File: config.mk
export PLATFORM = sky130hd
export DESIGN_NAME = svfloat_normalize
export DESIGN_NICKNAME = d
export VERILOG_FILES = /design/src/rtl/svfloat_normalize.sv
export SDC_FILE = /design/constraint.sdc
export NUM_CORES = 1
export LEC_CHECK = 0
export CAP_MARGIN = 5
export CORE_ASPECT_RATIO = 0.8
export CORE_MARGIN = 3
export CORE_UTILIZATION = 52
export DETAILED_ROUTE_END_ITERATION = 16
export GPL_TIMING_DRIVEN = 0
export PLACE_DENSITY = 0.78
export SYNTH_ARGS = -nofsm -noshare
export SYNTH_HDL_FRONTEND = slang
export SYNTH_SLANG_ARGS = --single-unit
export TNS_END_PERCENT = 100
File: constraint.sdc
create_clock -name clk -period 3.32 [get_ports clk]
set_clock_uncertainty 0.05 [all_clocks]
set_input_delay 0.664 -clock clk [delete_from_list [all_inputs] [get_ports clk]]
set_output_delay 0.664 -clock clk [all_outputs]
set_load 0.01 [all_outputs]
File: src/rtl/svfloat_normalize.sv
// Two-stage mantissa normalizer: finds the MSB, shifts the hidden bit to out_man[MAN-1] and rebases the exponent.
// Optional sticky output (OR of right-shifted-out bits) enabled by defining SVFLOAT_NORM_STICKY_EN.

module svfloat_msb #(
  parameter int WIDTH = 48,
  parameter int IDX_W = $clog2(WIDTH)
) (
  input  logic [WIDTH-1:0] value,
  output logic [IDX_W-1:0] msb
);

  // Priority scan from LSB upward so the highest set bit wins; zero input reports 0
  always_comb begin
    msb = '0;
    for (int i = 0; i < WIDTH; i++) begin
      if (value[i]) msb = IDX_W'(i);
      else          msb = msb;
    end
  end

endmodule

module svfloat_normalize #(
  parameter int IWIDTH = 48,
  parameter int MAN    = 24,
  parameter int EXP    = 10
) (
  input  logic              clk,
  input  logic              rst_n,
  input  logic              in_valid,
  output logic              in_ready,
  input  logic [IWIDTH-1:0] in_raw,
  input  logic [EXP-1:0]    in_exp,
  input  logic              in_sign,
  output logic              out_valid,
  input  logic              out_ready,
  output logic [MAN-1:0]    out_man,
  output logic [EXP-1:0]    out_exp,
  output logic              out_sign,
  output logic              out_zero,
  output logic              out_range
`ifdef SVFLOAT_NORM_STICKY_EN
  ,
  output logic              out_sticky
`endif
);

  localparam int MSB_W = $clog2(IWIDTH);
  localparam int EW    = EXP + 2;
  localparam logic signed [EW-1:0] EMAX    = EW'((1 << (EXP - 1)) - 1);
  localparam logic signed [EW-1:0] EMIN    = ~EMAX;
  localparam logic signed [EW-1:0] MAN_TOP = EW'(MAN - 1);

  logic              s1_valid_r;
  logic [IWIDTH-1:0] s1_raw_r;
  logic [EXP-1:0]    s1_exp_r;
  logic              s1_sign_r;
  logic [MSB_W-1:0]  s1_msb_r;
  logic              s1_zero_r;
  logic              s2_valid_r;

  logic [MSB_W-1:0]     msb_s;
  logic                 s1_adv_s;
  logic                 s2_adv_s;
  logic signed [EW-1:0] d_s;
  logic signed [EW-1:0] e_s;
  logic [EW-1:0]        shamt_s;
  logic [MAN-1:0]       man_s;
  logic [EXP-1:0]       exp_s;
  logic                 range_s;
  logic                 sticky_s;

  svfloat_msb #(.WIDTH(IWIDTH), .IDX_W(MSB_W)) u_msb (
    .value (in_raw),
    .msb   (msb_s)
  );

  assign s2_adv_s  = !s2_valid_r || out_ready;
  assign s1_adv_s  = !s1_valid_r || s2_adv_s;
  assign in_ready  = s1_adv_s;
  assign out_valid = s2_valid_r;

  // Stage 1 capture: raw operand plus its MSB position
  always_ff @(posedge clk or negedge rst_n) begin
    if (!rst_n) begin
      s1_valid_r <= 1'b0;
      s1_raw_r   <= '0;
      s1_exp_r   <= '0;
      s1_sign_r  <= 1'b0;
      s1_msb_r   <= '0;
      s1_zero_r  <= 1'b0;
    end else if (s1_adv_s) begin
      s1_valid_r <= in_valid;
      if (in_valid) begin
        s1_raw_r  <= in_raw;
        s1_exp_r  <= in_exp;
        s1_sign_r <= in_sign;
        s1_msb_r  <= msb_s;
        s1_zero_r <= (in_raw == {IWIDTH{1'b0}});
      end
    end
  end

  // Stage 2 datapath: shift toward MAN-1 and saturate the rebased exponent
  always_comb begin
    d_s = $signed(EW'(s1_msb_r)) - MAN_TOP;
    e_s = $signed({{2{s1_exp_r[EXP-1]}}, s1_exp_r}) + d_s;
    if (!d_s[EW-1]) begin
      shamt_s = $unsigned(d_s);
      man_s   = MAN'(s1_raw_r >> shamt_s);
    end else begin
      shamt_s = $unsigned(-d_s);
      man_s   = MAN'(s1_raw_r << shamt_s);
    end
    if (e_s > EMAX) begin
      exp_s   = EMAX[EXP-1:0];
      range_s = 1'b1;
    end else if (e_s < EMIN) begin
      exp_s   = EMIN[EXP-1:0];
      range_s = 1'b1;
    end else begin
      exp_s   = e_s[EXP-1:0];
      range_s = 1'b0;
    end
  end

`ifdef SVFLOAT_NORM_STICKY_EN
  // Sticky collects every bit dropped by a right shift
  always_comb begin
    if (!d_s[EW-1] && !s1_zero_r) sticky_s = |(s1_raw_r & ~({IWIDTH{1'b1}} << shamt_s));
    else                          sticky_s = 1'b0;
  end
`else
  assign sticky_s = 1'b0;
`endif

  // Stage 2 output registers, held while the consumer stalls
  always_ff @(posedge clk or negedge rst_n) begin
    if (!rst_n) begin
      s2_valid_r <= 1'b0;
      out_man    <= '0;
      out_exp    <= '0;
      out_sign   <= 1'b0;
      out_zero   <= 1'b0;
      out_range  <= 1'b0;
`ifdef SVFLOAT_NORM_STICKY_EN
      out_sticky <= 1'b0;
`endif
    end else if (s2_adv_s) begin
      s2_valid_r <= s1_valid_r;
      if (s1_valid_r) begin
        out_sign <= s1_sign_r;
        out_zero <= s1_zero_r;
        // A zero operand has no MSB, so its shift/exponent results are discarded
        out_man   <= s1_zero_r ? {MAN{1'b0}} : man_s;
        out_exp   <= s1_zero_r ? {EXP{1'b0}} : exp_s;
        out_range <= s1_zero_r ? 1'b0 : range_s;
`ifdef SVFLOAT_NORM_STICKY_EN
        out_sticky <= sticky_s;
`endif
      end
    end
  end

endmodule

# --- Word level (Yosys, flattened, before mapping) ---
# Index checks and enable logic that the tools add are counted.
word_totals:
  reg_bits: 105
  in_bits: 63
  out_inout_bits: 39
  elab_cells: 81
classes:
  n_addsub: 3
  n_lt_le_gt_ge: 2
  shift: 2
  muxes: 55
  n_reduce_logical: 7
op_table:
  columns: ["cell", "count"]
  rows:
  - ["$mux W6", 16]
  - ["$mux W5", 16]
  - ["$logic_not A48 Y1", 1]
  - ["$mux W24", 2]
  - ["$shl A48 B12 Y24", 1]
  - ["$shr A48 B12 Y24", 1]
  - ["$mux W4", 8]
  - ["$mux W10", 3]
  - ["$mux W3", 4]
  - ["$neg A7 Y12", 1]
  - ["$add A10 B7 Y11", 1]
  - ["$gt A11 B10 Y1 const B", 1]
  - ["$lt A11 B10 Y1 const B", 1]
  - ["$sub A6 B5 Y7 const B", 1]
  - ["$mux W1", 4]
  - ["$mux W2", 2]
  - ["$reduce_and A2 Y1", 2]
  - ["$logic_not A1 Y1", 2]
  - ["$logic_or A1 B1 Y1", 2]

# --- Depth between registers and ports, before layout ---
# Gate-level depths: netlist (run 1).
depth:
  word_depth: 47
  ltp_mapped: 15
  mapped_depth_nobuf: 12

# --- Cells and area by module ---
# Synthesis (run 1) repeated with hierarchy kept, for this count alone.
hier_totals:
  hier_cells: 1029
  area_unflattened_um2: 9479.1
modules_own_cells:
  columns: ["mod", "instances", "cells_per_inst", "area_per_inst_um2", "seq_area_each_um2"]
  rows:
  - ["svfloat_normalize", 1, 932, 8932.3, 2627.5]
  - ["svfloat_msb", 1, 97, 546.8, 0.0]

# --- Least setup slack after synthesis (run 1) ---
# OpenSTA, ideal clock, no wires.
synth_path:
  path_type: "reg2reg"
  from: "register s1_msb_r[1]"
  to: "register out_exp[7]"
  setup_ns: 0.126
  arrival_time_ns: 3.397
  required_time_ns: 3.144
  slack_ns: -0.253
  stages_incl_launch_ff: 13
  n_path_buf: 2
  synth_period_minus_slack_ns: 3.573
  path_cell_list: "dfrtp_1 > ha_1 > a21o_1 > a21oi_1 > clkbuf_1 > ha_1 > a21o_1 > a21o_1 > a211oi_1 > o21ai_1 > o311a_1 > clkbuf_1 > a221o_1"
synth_via:
  elab_chain_cells: 6
  elab_cells_between_ends: 7
  cone_classes: "2 x add/sub; 2 x order compare; 3 x mux"
synth_rtl:
  columns: ["item", "line", "source"]
  rows:
  - ["start, declared", "58", "logic [MSB_W-1:0] s1_msb_r;"]
  - ["start signal, assigned", "98", "s1_msb_r <= msb_s;"]
  - ["$sub A6 B5 Y7 (*)", "106", "d_s = $signed(EW'(s1_msb_r)) - MAN_TOP;"]
  - ["$add A10 B7 Y11 (*)", "107", "e_s = $signed({{2{s1_exp_r[EXP-1]}}, s1_exp_r}) + d_s;"]
  - ["$lt A11 B10 Y1", "118", "end else if (e_s < EMIN) begin"]
  - ["$mux W10", "118", null]
  - ["$mux W10 (*)", "115", "if (e_s > EMAX) begin"]
  - ["$mux W10 (*)", "156", "out_exp <= s1_zero_r ? {EXP{1'b0}} : exp_s;"]
  - ["end signal, assigned", "156", null]
  - ["end, declared", "38", "output logic [EXP-1:0] out_exp,"]
# Mark *: on every way between the ends. The rest lies on a longest branch, timed or not.
# A chain may end at the register's enable or synchronous reset.

# --- Worst setup path after layout (run 1) ---
layout_path:
  from: "register s1_msb_r[1]"
  to: "register out_exp[1]"
# Same word-level chain as after synthesis.

==> qor.csv, run 1 <==
metric;value;unit
grt_pass1_wl;51800;µm
postLayoutCoreUtil;66.2;%
cts_made_buffers;9;
crit_path_max_incr_delay;0.43;ns
nets;1289;
maxCapViolCount;0;
vias_per_cell;6.62;
finalSetupViolCount;0;
p_leak;4.55;nW
relSlewSlack;38.6;%
pwr-share-comb;55.0;%
route.top_layer_used;met4;
final_layout_size_suffix_gt1_share;14.0;%
dr_wl_met3;3730;µm
ir_drop;300;µV
core.rowCount;41;
fin_crit;3.25;ns
wl_met2;14400;µm
ios;102;
initial_core_util;54.5;%
cts_buffer_depth;2;
tns;0;ns
critPathSlowestCell;dfrtp_2;
dp_hpwl;26300;µm
synth_ff_type;dfrtp_1;
yosysWarnings;0;
die_area;0.0186;mm²
root_buffer;clkbuf_16;
die_h;123;µm
synth_most_common_cell;nand2_1;
syn_to_final_growth;21.5;%
critical_path_class;flip-flop to flip-flop;
wl_per_cell;23.6;µm
pwr-share-seq;27.0;%
vias;9489;
crit_chain;buf_6, nand4_1, and3_1, or2_1, clkinv_2, buf_8, ha_2, nand4_1, nor2_2, a211oi_4, o21ai_4, mux2i_2, nor3_4, buf_4, a221o_1;
core_area;0.0162;mm²
grt_overflow;0;
path_common_cell;nand4_1;
async_flop_share;100;%
tightest_slew;0.921;ns
seq_area_frac_synth;29.8;%
clkTransAtPathRegs;0.08;ns
clock_sinks;105;
arrival;3.45;ns
status;complete, no violations;
synthCells;1089;
drt-total-wl;33800;µm
cp_max_fo;10;
syn_area;0.00883;mm²
max_freq;308;MHz
drt_iter0_markers;1274;
chipWidth;152;µm
synth_seq_cells;105;
period_share;97.8;%
p_per_area;611;mW/mm²
drt-met1-wl;14400;µm
antenna_found_initial;0;
yosys.area.top_type;dfrtp_1;
p_int;0.00366;W
ys_top_cells_by_count;nand2_1 (241), dfrtp_1 (105), nor2_1 (86);
p_switching;0.00290;W
crit_path_start_kind;flip-flop;
n_antenna_cell;0;
swShare;44.2;%
grt_max_degree;73;
cts-htree-levels;3;
cts_hold_buf;0;
critical_path_required;3.53;ns
synthTopCellsByArea;dfrtp_1 (30%), nand2_1 (10%), mux2i_1 (7.0%), a21oi_1 (4.4%), nor2_1 (3.7%);
synthDistinctLibCells;87;
total_power;0.00656;W
synth_area_per_cell;8.11;µm²
gp_congestion;1.07;
synth_top_area_share;29.8;%
synth_nets;1164;
grt_usage;36.6;%
finalMaxSlewViolations;0;
drc;0;
ant_nets;0;
drt_pass1_iterations;8;
hp-class;input port to async pin;
synth_edf_count;0;
worst_skew_pair.late_latency;0.37;ns
grt_pass1_vias;8789;
port_buffers;101;
p_clk_share;17.9;%
tritoncts;yes;
worstSetupEndpointType;flip-flop;
hold_viol_final;0;
placed cells by master (no fill, tap or decap), types with 13 or more instances in the layout:
cell,n
nand2_1,241
dfrtp_1,103
clkdlybuf4s50_1,100
nor2_1,85
a21oi_1,75
mux2i_1,61
o21ai_0,46
buf_4,27
mux2_2,25
nand3_1,21
clkbuf_1,21
o22ai_1,18
nor3_1,18
buf_2,16
inv_1,15
nor4_1,14
a211oi_1,14
buf_6,13
nand2b_1,13
state kept, by name, summed over array words and instances (netlist names):
signal,count
out_man,24
s1_zero_r,1
out_exp,10
s1_msb_r,6
out_valid,1
out_zero,1
out_range,1
s1_exp_r,10
s1_raw_r,48
out_sign,1
s1_sign_r,1
s1_valid_r,1
routing by layer:
layer,vias up,global-route usage [%]
met1,4495,52.7
li1,4257,-
met4,0,12.5
met3,113,8.01
met2,624,54.6
met5,-,0
power by group through the flow:
stage	logic [W]	registers, W	clock network (W)
after floorplan	0.00211	0.00179	0
after global placement	0.00340	0.00177	0
after detailed placement	0.00341	0.00178	0
after CTS	0.00347	0.00176	0.00119
after global routing	0.00384	0.00180	0.00123
final	0.00361	0.00177	0.00118
through the flow:
step / std cells / setup WS [ns] / hold slack (ns) / instance area (µm²)
after floorplan: 1089 / 0.0233 / 0.318 / 8840
after global placement: 1405 / -2.47 / 0.412 / 10100
after detailed placement: 1406 / -0.684 / 0.425 / 10100
after CTS: 1428 / 0.0218 / 0.218 / 10600
after global routing: 1434 / -0.0451 / 0.242 / 10700
final: 1434 / 0.0730 / 0.196 / 10700
kinds of logic after synthesis:
family | synth area share (%)
buffers and inverters | 6.02
XOR/XNOR | 1.74
flip-flops | 29.8
AND/OR/NAND/NOR | 21.3
AO/OA/AOI/OAI | 25.6
multiplexers | 13.8
adder cells (fa/ha/maj) | 1.79
layout make-up:
class                      instances  area, µm²
clock inverter                     7       91.3
multi-input combinational        888       5800
sequential                       105       2630
inverter                          20       80.1
timing repair buffer             118       1160
tap                              215        269
buffer                            72        469
clock buffer                       9        225
fill                            1422       5490
worst paths after layout:
check / startpoint / to / slack, ns / cells past startpoint
worst min register to register: out_range / out_range / 0.44 / 2
worst min-delay path: rst_n / out_exp[6] / 0.20 / 1
worst max register to register: s1_msb_r[1] / out_exp[1] / 0.07 / 15
max in group asynchronous: rst_n / s1_raw_r[3] / 2.29 / 2
min in group clk: out_range / out_range / 0.44 / 2
worst max-delay path: s1_msb_r[1] / out_exp[1] / 0.07 / 15
critical path: cells and delay by family (launching register included):
family          cells  cell delay, ns
buf+inv             4            0.58
simple gates        6            0.89
flops               1            0.43
compound gates      3            0.63
fa+ha+maj           1            0.30
mux                 1            0.25
timing repair:
item	4_1_cts	5_1_grt
pin swaps	5	8
resized for setup	15	21
setup buffers	9	7
setup endpoints to repair	13	14
(Power assumes the default switching activity.)
==> run 2: changes to the inputs <==
--- a/config.mk
+++ b/config.mk
@@ -8,10 +8,9 @@
 export CAP_MARGIN = 5
 export CORE_ASPECT_RATIO = 0.8
 export CORE_MARGIN = 3
-export CORE_UTILIZATION = 52
+export CORE_UTILIZATION = 30
 export DETAILED_ROUTE_END_ITERATION = 16
 export GPL_TIMING_DRIVEN = 0
-export PLACE_DENSITY = 0.78
 export SYNTH_ARGS = -nofsm -noshare
 export SYNTH_HDL_FRONTEND = slang
 export SYNTH_SLANG_ARGS = --single-unit
==> run 2 against run 1 <==
Power up 0.59%. Cell count rose by 11%. Sequential share of layout area shrank 0.42 points. Hold slack better by 0.027 ns. Routed wire length rose by 9.3%. Critical endpoint is now out_man[4]. Largest power group unchanged.
==> qor.csv, run 2 (synthesis results as in run 1) <==
metric;value;unit
crit_path_start_kind;flip-flop;
p_leak;4.55;nW
syn_to_final_growth;23.6;%
status;complete, no violations;
critical_path_required;3.54;ns
wl_per_cell;23.3;µm
grt_pass1_wl;55700;µm
hp-class;input port to async pin;
pwr-share-seq;27.0;%
final_cell_mix;nand2_1 (241), dfrtp_1 (102), clkdlybuf4s50_1 (100);
drt-total-wl;37000;µm
cp_max_fo;10;
cts-htree-levels;3;
layout_commonest_cell;nand2_1;
p_int;0.00368;W
gp_congestion;1.01;
clkTransAtPathRegs;0.07;ns
final_layout_size_suffix_gt1_share;14.4;%
p_clk_share;17.2;%
vias_per_cell;5.81;
grt_overflow;0;
root_buffer;clkbuf_16;
grt_usage;23.1;%
finalMaxSlewViolations;0;
cts_made_buffers;9;
reg_top3;s1_raw_r x48, out_man x24;
antenna_found_initial;0;
ios;102;
max_freq;307;MHz
critPathSlowestCell;dfrtp_2;
finalSetupViolCount;0;
drc;0;
top_register;s1_raw_r;
initial_core_util;30.8;%
core_area;0.0286;mm²
swShare;44.2;%
worst_skew_pair.late_latency;0.37;ns
ant_nets;0;
critical_path_class;flip-flop to flip-flop;
die_area;0.0315;mm²
period_share;98.3;%
largest_reg_flops;48;
grt_pass1_vias;8808;
rr_worst_depth;11;
port_buffers;101;
reg2reg_setup_slack;0.06;ns
grt_max_degree;69;
hold_viol_final;0;
relSlewSlack;40.9;%
ir_drop;243;µV
clock_sinks;105;
arrival;3.49;ns
tns;0;ns
die_h;159;µm
chipWidth;198;µm
cts_buffer_depth;2;
maxCapViolCount;0;
vias;9234;
timing.hold.ws;0.223;ns
crit_chain;ha_4, buf_6, buf_4, buf_2, buf_2, a21oi_1, o21ai_0, a22oi_1, o2bb2ai_1, nor3_1, o21ai_0;
fin_crit;3.26;ns
crit_path_max_incr_delay;0.49;ns
worstSetupEndpointType;flip-flop;
tritoncts;yes;
core.rowCount;55;
p_switching;0.00292;W
p_per_area;604;mW/mm²
nets;1288;
cts_hold_buf;0;
pwr-share-comb;55.8;%
n_antenna_cell;0;
tightest_slew;0.887;ns
drt_pass1_iterations;5;
drt_iter0_markers;961;
dp_hpwl;29500;µm
## run 2: metrics by stage
step	util [%]	power, W	worst slack, ns	area, µm²	std cells
6_report	38.1	0.00660	0.0575	10900	1588
3_5_place_dp	36.1	0.00528	-0.752	10300	1561
2_1_floorplan	-	0.00390	0.0233	8840	1089
5_1_grt	38.1	0.00694	-0.00670	10900	1588
4_1_cts	37.6	0.00648	0.0174	10800	1582
3_3_place_gp	36.0	0.00529	-2.60	10300	1560
## run 2: timing repair
action,in CTS,in global routing
pin swaps,4,8
endpoints found under the setup margin,16,20
buffers inserted,6,8
gates resized for setup,17,24
## run 2: area by class of cell
type	instances	area [µm²]
Inverter	20	83.8
Clock inverter	6	73.8
Sequential cell	105	2630
Buffer	73	473
Tap cell	370	463
Timing Repair Buffer	116	1150
Clock buffer	10	239
Multi-Input combinational cell	888	5800
Fill cell	3045	17700
## run 2: worst paths after layout
| kind | startpoint | to |
|---|---|---|
| worst max-delay path | s1_msb_r[1] | out_man[4] |
| worst min-delay path | rst_n | out_exp[3] |
| worst max register to register | s1_msb_r[1] | out_man[4] |
| worst min register to register | s1_sign_r | s1_sign_r |
| max in group asynchronous | rst_n | s1_raw_r[17] |
| min in group clk | s1_sign_r | s1_sign_r |
## run 2: critical path: cells and delay by family (launching register included)
| family | cells | cell delay, ns |
|---|---|---|
| AO/OA/AOI/OAI | 5 | 1.19 |
| AND/OR/NAND/NOR | 1 | 0.13 |
| adder cells (fa/ha/maj) | 1 | 0.33 |
| buffers and inverters | 4 | 0.97 |
| flip-flops | 1 | 0.49 |
## run 2: power by group through the flow
stage	clock, W	sequential, W	combinational (W)
after CTS	0.00117	0.00178	0.00354
after floorplan	0	0.00179	0.00211
final	0.00113	0.00178	0.00368
after global routing	0.00122	0.00181	0.00391
after global placement	0	0.00179	0.00350
after detailed placement	0	0.00180	0.00348
## run 2: per-layer routing
layer	up-vias	wire (µm)	global-route usage (%)
met4	0	877	6.62
met1	4431	17600	34.9
met2	494	15100	32.7
li1	4250	-	-
met3	59	3380	5.37
met5	-	0	0
==> run 3: changes to the inputs <==
--- a/config.mk
+++ b/config.mk
@@ -5,6 +5,7 @@
 export SDC_FILE = /design/constraint.sdc
 export NUM_CORES = 1
 export LEC_CHECK = 0
+export ABC_AREA = 1
 export CAP_MARGIN = 5
 export CORE_ASPECT_RATIO = 0.8
 export CORE_MARGIN = 3
==> run 3 against run 2 <==
The flow now finishes with violations (setup timing). Sequential share of layout area down 1.7 points. Routed wire length down 6.2%. Sequential power up 2%. Final area up 7.3%. Largest power group unchanged.
==> qor.csv, run 3 <==
metric;value;unit
fin_crit;3.35;ns
cp_max_fo;10;
core_area;0.0286;mm²
synth_top_area_share;29.9;%
hold_viol_final;0;
final_cell_area;0.0117;mm²
synth_nets;1478;
cts_buffer_depth;2;
path_common_cell;nand2_4;
arrival;3.57;ns
ant_nets;0;
async_flop_share;100;%
grt_max_degree;67;
grt_pass1_wl;54000;µm
syn_area;0.00880;mm²
multi_input_area;0.00576;mm²
seq_area;0.00263;mm²
finalWorstSetupSlack;-0.0337;ns
n_antenna_cell;0;
vias;10000;
clock_sinks;105;
worst_skew_pair.late_latency;0.37;ns
synth_most_common_cell;nand2_1;
crit_path_max_incr_delay;0.44;ns
nets;1647;
finalMaxSlewViolations;0;
seq_area_frac_synth;29.9;%
drt_iter0_markers;1069;
critical_path_required;3.54;ns
reg2reg_setup_slack;-0.03;ns
tns;-0.0337;ns
cts-htree-levels;3;
gp_congestion;0.978;
crit_path_start_kind;flip-flop;
cts_made_buffers;9;
postPlaceCellArea;0.0103;mm²
die_h;159;µm
critical_path_class;flip-flop to flip-flop;
drc;0;
p_per_area;569;mW/mm²
ir_drop;305;µV
root_buffer;clkbuf_16;
maxCapViolCount;0;
tightest_slew;1.15;ns
dp_hpwl;27600;µm
largest_reg_flops;48;
synth_ff_type;dfrtp_1;
initial_core_util;30.8;%
violations;setup timing;
yosysWarnings;0;
critPathSlowestCell;dfrtp_1;
final_layout_size_suffix_gt1_share;15.0;%
crit_chain;inv_2, nor3_4, or2_4, nand2_4, xor2_4, inv_4, buf_8, ha_1, inv_1, o21ai_2, a21oi_1, o21bai_1, nand2_1, a22oi_2, inv_2, nand2_4, nand2_4, o311ai_4;
synth_area_per_cell;6.27;µm²
finalSetupViolCount;1;
reg_top3;s1_raw_r x48, out_man x24;
layout_commonest_cell;nand2_1;
antenna_found_initial;0;
relSlewSlack;23.0;%
yosys.area.top_type;dfrtp_1;
nFillCells;3061;
hp-class;input port to async pin;
drt-total-wl;34700;µm
p_leak;5.53;nW
chipWidth;197;µm
vias_per_cell;5.16;
worstSetupEndpointType;flip-flop;
final_cell_mix;nand2_1 (461), o21ai_0 (146), inv_1 (130);
grt_pass1_vias;9623;
dp_slack;-0.913;ns
synth_edf_count;0;
ios;102;
period_share;101;%
grt_overflow;0;
drt_pass1_iterations;8;
synthTopCellsByArea;dfrtp_1 (30%), nand2_1 (20%), o21ai_0 (11%), inv_1 (6.1%), nor2_1 (4.7%);
top_register;s1_raw_r;
grt_usage;21.8;%
max_freq;298;MHz
tritoncts;yes;
core.rowCount;55;
port_buffers;101;
wl_per_cell;17.8;µm
clkTransAtPathRegs;0.07;ns
synthDistinctLibCells;55;
syn_to_final_growth;33.1;%
total_power;0.00666;W
die_area;0.0314;mm²
status;finished, violations left;
ys_top_cells_by_count;nand2_1 (470), o21ai_0 (197), inv_1 (143);
synth_seq_cells;105;
cts_hold_buf;0;
rsz0062_at_grt;true;
synthCells;1403;
timing.hold.ws;0.235;ns
run 3: logic make-up after synthesis:
family / count (synthesis) / share of synthesized area, %
muxes: 38 / 4.32
xor gates and xnor gates: 10 / 1.08
and+or+nand+nor: 662 / 30.1
adders and majority gates: 12 / 1.79
AOI/OAI and AO/OA: 343 / 22.5
DFF: 105 / 29.9
buffers and inverters: 233 / 10.4
run 3: worst max-delay path: cells and delay by family, from the launching register on:
kind            cells  cell delay (ns)
flops               1             0.44
simple gates        6             0.70
xor+xnor            1             0.22
compound gates      5             1.03
fa+ha+maj           1             0.29
buf+inv             5             0.52
run 3: worst paths after layout:
check	start	end	depth (start not counted)
setup / recovery	s1_msb_r[1]	out_exp[7]	18
hold / removal	rst_n	s1_raw_r[4]	1
setup reg to reg	s1_msb_r[1]	out_exp[7]	18
hold reg to reg	out_man[22]	out_man[22]	2
max in group asynchronous	rst_n	out_exp[3]	2
min in group clk	out_man[22]	out_man[22]	2
run 3: layout make-up:
type	instances	area share (%)
plain buffers	78	3.87
clock buffers	13	2.22
clock inverters	3	0.609
inverters	153	5.14
multi-input cells	1066	49.1
flip-flops and latches	105	22.4
well taps	370	3.95
repair buffers	159	12.6
run 3: metrics by stage:
step,util (%),cells
6_report,41.0,1947
4_1_cts,38.9,1919
2_1_floorplan,-,1403
3_5_place_dp,36.1,1875
5_1_grt,41.0,1947
3_3_place_gp,36.1,1874
run 3: what timing repair did:
item                                    4_1_cts  5_1_grt
gates cloned                                  2        0
pin swaps                                    20       67
endpoints found under the setup margin       36       35
setup buffers                                26       30
resized for setup                            70      176
run 3: report_power, final:
group | switching [W] | total (W) | leakage, nW | internal (W)
registers | 0.000214 | 0.00182 | 1.28 | 0.00160
logic | 0.00217 | 0.00364 | 4.09 | 0.00147
clock network | 0.000500 | 0.00121 | 0.162 | 0.000709
run 3: routing by layer:
metal / global-route usage (%) / up-vias / wire (µm)
li1: - / 4932 / -
met1: 32.7 / 4736 / 16700
met2: 32.5 / 336 / 14900
met3: 3.83 / 37 / 2530
met4: 5.08 / 0 / 632
met5: 0 / - / 0
